--- src/rtl/pmod_ad1_pkg.sv ---
// pmod_ad1_pkg: shared state encoding and frame geometry for the PmodAD1 reader
package pmod_ad1_pkg;
    typedef enum logic [1:0] {IDLE, CS_SETUP, SHIFT, QUIET} state_t;
    localparam int FRAME_BITS = 16;
    localparam int LEAD_BITS = 4;
    localparam int SAMPLE_BITS = 12;
endpackage

--- src/rtl/pmod_ad1_sclk_gen.sv ---
// pmod_ad1_sclk_gen: SCLK divider, idles high, strobes flag the edge about to happen
module pmod_ad1_sclk_gen #(
    parameter int CLKS_PER_HALF_BIT = 2
) (
    input  logic clk,
    input  logic rst,
    input  logic en,
    output logic sclk,
    output logic rise_strobe,
    output logic fall_strobe
);
    localparam int CW = $clog2(CLKS_PER_HALF_BIT) + 1;
    localparam logic [CW-1:0] HALF_LAST = CW'(CLKS_PER_HALF_BIT - 1);
    logic [CW-1:0] half_cnt;
    logic wrap;
    // Counter parks at its last value so the first enabled cycle produces the falling edge
    assign wrap = en && half_cnt == HALF_LAST;
    assign rise_strobe = wrap && !sclk;
    assign fall_strobe = wrap && sclk;
    always_ff @(posedge clk or posedge rst) begin
        if (rst) begin
            half_cnt <= HALF_LAST;
            sclk <= 1'b1;
        end else if (!en) begin
            half_cnt <= HALF_LAST;
            sclk <= 1'b1;
        end else begin
            half_cnt <= wrap ? '0 : half_cnt + 1'b1;
            sclk <= wrap ? ~sclk : sclk;
        end
    end
endmodule

--- src/rtl/pmod_ad1_reader.sv ---
// pmod_ad1_reader: frames PmodAD1 conversions and captures both 12-bit channels in parallel
module pmod_ad1_reader
    import pmod_ad1_pkg::*;
#(
    parameter int CLKS_PER_HALF_BIT = 2,
    parameter int QUIET_CLKS = 2
) (
    input  logic i_Clk,
    input  logic i_Reset,
    input  logic i_Start,
    output logic o_Busy,
    output logic o_Sample_DV,
    output logic [SAMPLE_BITS-1:0] o_Sample_0,
    output logic [SAMPLE_BITS-1:0] o_Sample_1,
    output logic o_Lead_Err,
    output logic o_PMOD_1,
    input  logic i_PMOD_2,
    input  logic i_PMOD_3,
    output logic o_PMOD_4
);
    localparam int WAIT_MAX = CLKS_PER_HALF_BIT > QUIET_CLKS ? CLKS_PER_HALF_BIT : QUIET_CLKS;
    localparam int WW = $clog2(WAIT_MAX) + 1;
    localparam logic [WW-1:0] SETUP_LAST = WW'(CLKS_PER_HALF_BIT - 1);
    localparam logic [WW-1:0] QUIET_LAST = WW'(QUIET_CLKS - 1);
    localparam logic [3:0] LAST_BIT = 4'(FRAME_BITS - 1);
    state_t state, next;
    logic [WW-1:0] wait_cnt;
    logic [3:0] bit_cnt;
    logic rise, fall, last;
    // Shift registers keep the older 15 bits; with the bit arriving on this edge they form the 16-bit frame
    logic [FRAME_BITS-2:0] shift_0, shift_1;
    logic [FRAME_BITS-1:0] frame_0, frame_1;
    assign frame_0 = {shift_0, i_PMOD_2};
    assign frame_1 = {shift_1, i_PMOD_3};
    assign last = rise && bit_cnt == LAST_BIT;
    pmod_ad1_sclk_gen #(.CLKS_PER_HALF_BIT(CLKS_PER_HALF_BIT)) u_sclk (
        .clk(i_Clk),
        .rst(i_Reset),
        .en(state == SHIFT),
        .sclk(o_PMOD_4),
        .rise_strobe(rise),
        .fall_strobe(fall)
    );
    always_comb begin
        next = state;
        o_PMOD_1 = state == IDLE || state == QUIET;
        o_Busy = state != IDLE;
        unique case (state)
            IDLE:     next = i_Start ? CS_SETUP : IDLE;
            CS_SETUP: next = wait_cnt == SETUP_LAST ? SHIFT : CS_SETUP;
            SHIFT:    next = last ? QUIET : SHIFT;
            QUIET:    next = wait_cnt == QUIET_LAST ? IDLE : QUIET;
            default:  next = IDLE;
        endcase
    end
    always_ff @(posedge i_Clk or posedge i_Reset) begin
        if (i_Reset) begin
            state <= IDLE;
            wait_cnt <= '0;
            bit_cnt <= '0;
            shift_0 <= '0;
            shift_1 <= '0;
            o_Sample_DV <= 1'b0;
            o_Sample_0 <= '0;
            o_Sample_1 <= '0;
            o_Lead_Err <= 1'b0;
        end else begin
            state <= next;
            wait_cnt <= next != state ? '0 : wait_cnt + 1'b1;
            // Counting falls from 4'hF puts bit k-1 in the counter at sample edge k
            bit_cnt <= state != SHIFT ? 4'hF : fall ? bit_cnt + 1'b1 : bit_cnt;
            shift_0 <= rise ? frame_0[FRAME_BITS-2:0] : shift_0;
            shift_1 <= rise ? frame_1[FRAME_BITS-2:0] : shift_1;
            o_Sample_DV <= last;
            o_Sample_0 <= last ? frame_0[SAMPLE_BITS-1:0] : o_Sample_0;
            o_Sample_1 <= last ? frame_1[SAMPLE_BITS-1:0] : o_Sample_1;
            o_Lead_Err <= last ? |frame_0[FRAME_BITS-1 -: LEAD_BITS] || |frame_1[FRAME_BITS-1 -: LEAD_BITS] : o_Lead_Err;
        end
    end
endmodule

--- config.mk ---
export PLATFORM = sky130hd
export DESIGN_NAME = pmod_ad1_reader
export DESIGN_NICKNAME = d
export VERILOG_FILES = /design/src/rtl/pmod_ad1_pkg.sv /design/src/rtl/pmod_ad1_sclk_gen.sv /design/src/rtl/pmod_ad1_reader.sv
export SDC_FILE = /design/constraint.sdc
export NUM_CORES = 1
export LEC_CHECK = 0
export BUFFER_PORTS_ARGS = -buffer_cell sky130_fd_sc_hd__buf_2
export CORE_MARGIN = 3
export CORE_UTILIZATION = 25
export DETAILED_ROUTE_END_ITERATION = 10
export PLACE_DENSITY = 0.48
export SLEW_MARGIN = 10
export SYNTH_ARGS = -nofsm -noshare
export SYNTH_HDL_FRONTEND = slang
export SYNTH_SLANG_ARGS = --single-unit
--- constraint.sdc ---
create_clock -name i_Clk -period 3.1 [get_ports i_Clk]
set_input_delay 0.465 -clock i_Clk [delete_from_list [all_inputs] [get_ports i_Clk]]
set_output_delay 0.465 -clock i_Clk [all_outputs]
set_load 0.02 [all_outputs]
==> results.py <==
metrics = {
    "clock_tree": {
        "cts_tree": "done",
        "cts_resized": 0,
        "cts_hold_buf": 0,
        "cts_buffers": 9,
        "clk_path_buf_depth": 2,
        "clk_pin_slew_ns": 0.08,
        "clk_latency_ns": 0.33,
        "cts-root-buf": "clkbuf_8",
        "numClockSinks": 67,
        "post-cts-setup-buffers": 0,
        "cts.htree.levels": 3,
    },
    "grt": {
        "antenna_found_initial": 0,
        "grt_max_degree": 32,
        "grt_pass1_wl_mm": 8.12,
        "grt_overflow": 0,
        "grt_use_total_pct": 8.20,
        "grt_pass1_vias": 1643,
    },
    "critical_path": {
        "cp.arrival_ns": 2.53,
        "worstSetupPathType": "reg2reg",
        "critPathLaunchType": "flip-flop",
        "path_max_fanout": 27,
        "crit_required_ns": 3.32,
        "reg2reg_to": "o_Sample_0[8]$_DFFE_PP0P_",
        "crit_path_end_kind": "flip-flop",
        "r2r_start": "state[0]$_DFF_PP0_",
        "r2r_slack_ns": 0.78,
        "reg2regPathDepth": 6,
    },
    "sta": {
        "final.setup.tns_ns": 0,
        "drv_slew": 0,
        "relSlewSlack_pct": 56.6,
        "max_freq_mhz": 432,
        "finalCriticalPeriod_ns": 2.32,
        "period_share_pct": 74.7,
        "rsz0062_at_grt": "false",
        "finalHoldViolCount": 0,
        "fin_ws_ns": 0.784,
        "skew_ns": 0.00761,
        "worst-slew-pin-transition_ns": 0.650,
        "setup_viol": 0,
    },
    "detailed_routing": {
        "vias_per_cell": 4.02,
        "wl_per_cell_um": 12.7,
        "vias": 1453,
        "antenna_left": 0,
        "routed_wirelength_mm": 4.58,
        "dr.pass1.iters": 4,
        "drt-initial-drc-count": 39,
        "drc": 0,
    },
    "layout": {
        "final_common_cell": "dfrtp_1",
        "finalInstanceArea_um2": 3290,
        "area_delta_synth_final_pct": 18.6,
        "nNetsFinal": 232,
        "drive_gt1_share_pct": 50.2,
        "final_cell_mix": "65 x dfrtp_1, 37 x mux2_2, 33 x buf_2",
        "final_cells": 361,
        "diodes": 0,
    },
    "placement": {
        "dp_cells": 345,
        "place.gp.congestion": 0.728,
        "place_area_um2": 3070,
        "hpwl_mm": 3.06,
        "numPortBuffers": 33,
        "post-place-ws_ns": 0.795,
    },
    "die": {
        "die_y_um": 111,
        "io_pins": 34,
        "die_w_um": 111,
        "core_area_um2": 10600,
        "die-area_um2": 12400,
        "std_cell_rows": 37,
        "initial_core_util_pct": 26.3,
    },
    "yosys": {
        "syn-num-nets": 193,
        "synth_ff_type": "dfrtp_1",
        "ys_types": 31,
        "avgSynthCellArea_um2": 15.3,
        "synth_top_area_share_pct": 58.6,
        "ys_ff_latch": 67,
        "yosysSeqAreaShare_pct": 60.5,
        "synth-edff-count": 0,
        "syn-cell-area_um2": 2780,
        "synth.area.top_cells": "dfrtp_1 59%, mux2_2 15%, mux2_4 9.2%",
        "postSynth.asyncResetShare_pct": 100,
        "yosysWarningCount": 0,
        "syn_inst": 181,
        "yosys.area.top_type": "dfrtp_1",
    },
    "job": {
        "cap_violations": 0,
    },
    "min_path": {
        "min_path_type": "in2async",
    },
    "power_and_ir_drop": {
        "power.density_nw_per_um2": 530,
        "vdd.ir_drop.worst_mv": 0.182,
        "p_leak_nw": 1.59,
    },
    "outcome": {
        "status": "completed",
    },
}
==> worst max-delay path: stages, from the launching register on <==
cell and delay, ns:
dfrtp_1 0.42, inv_1 0.14, ha_1 0.35, and4bb_1 0.23
buf_4 0.20, and2_4 0.47, mux2_2 0.39
==> per-stage QoR <==
step                hold slack [ns]  utilization (%)  total power [mW]
global route                  0.247             31.2              1.83
finish                        0.219             31.2              1.75
global placement              0.429             29.1             0.958
CTS                           0.231             31.2              1.78
floorplan                     0.417                -             0.942
detailed placement            0.454             29.1             0.959
==> power by group <==
| group | switching, mW | leakage, nW | total [mW] | internal (mW) |
|---|---|---|---|---|
| Sequential | 0.0118 | 0.844 | 0.902 | 0.890 |
| Clock | 0.333 | 0.108 | 0.808 | 0.474 |
| Combinational | 0.0219 | 0.633 | 0.0378 | 0.0160 |
==> per-layer routing <==
layer	share of wire, %	global-route usage (%)	wire length (um)	up-vias
met5	0	0	0	-
met4	1.6	3.41	74	0
met2	43	11.7	1970	31
met3	5.0	3.75	227	7
li1	-	-	-	701
met1	50	10.8	2300	714
==> Yosys cell counts (3+ instances only) <==
library cell	number
a21oi_1	3
buf_2	3
buf_6	5
dfrtp_1	65
ha_1	7
inv_1	8
mux2_2	37
mux2_4	17
nand2_1	6
==> flip-flops by register name, summed over array words and instances, names as in the netlist, 2 cells and up <==
name and count:
wait_cnt 2, bit_cnt 4, shift_1 15, state 2, shift_0 15, o_Sample_0 12, o_Sample_1 12, u_sclk.half_cnt 2
==> area by class of cell <==
| type | instances | area [um2] |
|---|---|---|
| fillers | 1071 | 7260 |
| flip-flops and latches | 67 | 1680 |
| multi-input cells | 97 | 993 |
| repair buffers | 37 | 195 |
| well taps | 136 | 170 |
| clock buffers | 10 | 138 |
| clock inverters | 6 | 88.8 |
| inverters | 8 | 30.0 |
==> cells by family after synthesis <==
family | Yosys count | synth area share (%)
fa+ha+maj | 7 | 3.15
flops | 67 | 60.5
simple gates | 21 | 4.28
mux | 56 | 24.9
xor+xnor | 3 | 0.946
buf+inv | 17 | 3.78
compound gates | 10 | 2.48
==> worst max path at each step <==
stage / startpoint / to / slack [ns] / depth (start not counted)
after global placement: state[0]$_DFF_PP0_ / o_Sample_0[7]$_DFFE_PP0P_ / 0.83 / 6
after global routing: state[0]$_DFF_PP0_ / o_Sample_0[8]$_DFFE_PP0P_ / 0.61 / 6
after detailed placement: state[0]$_DFF_PP0_ / o_Sample_0[11]$_DFFE_PP0P_ / 0.80 / 6
after CTS: state[0]$_DFF_PP0_ / o_Sample_0[8]$_DFFE_PP0P_ / 0.77 / 6
final: state[0]$_DFF_PP0_ / o_Sample_0[8]$_DFFE_PP0P_ / 0.78 / 6
after floorplan: i_Reset / bit_cnt[0]$_DFFE_PP0P_ / 0.96 / 1
Power figures use the tool's default switching activity.
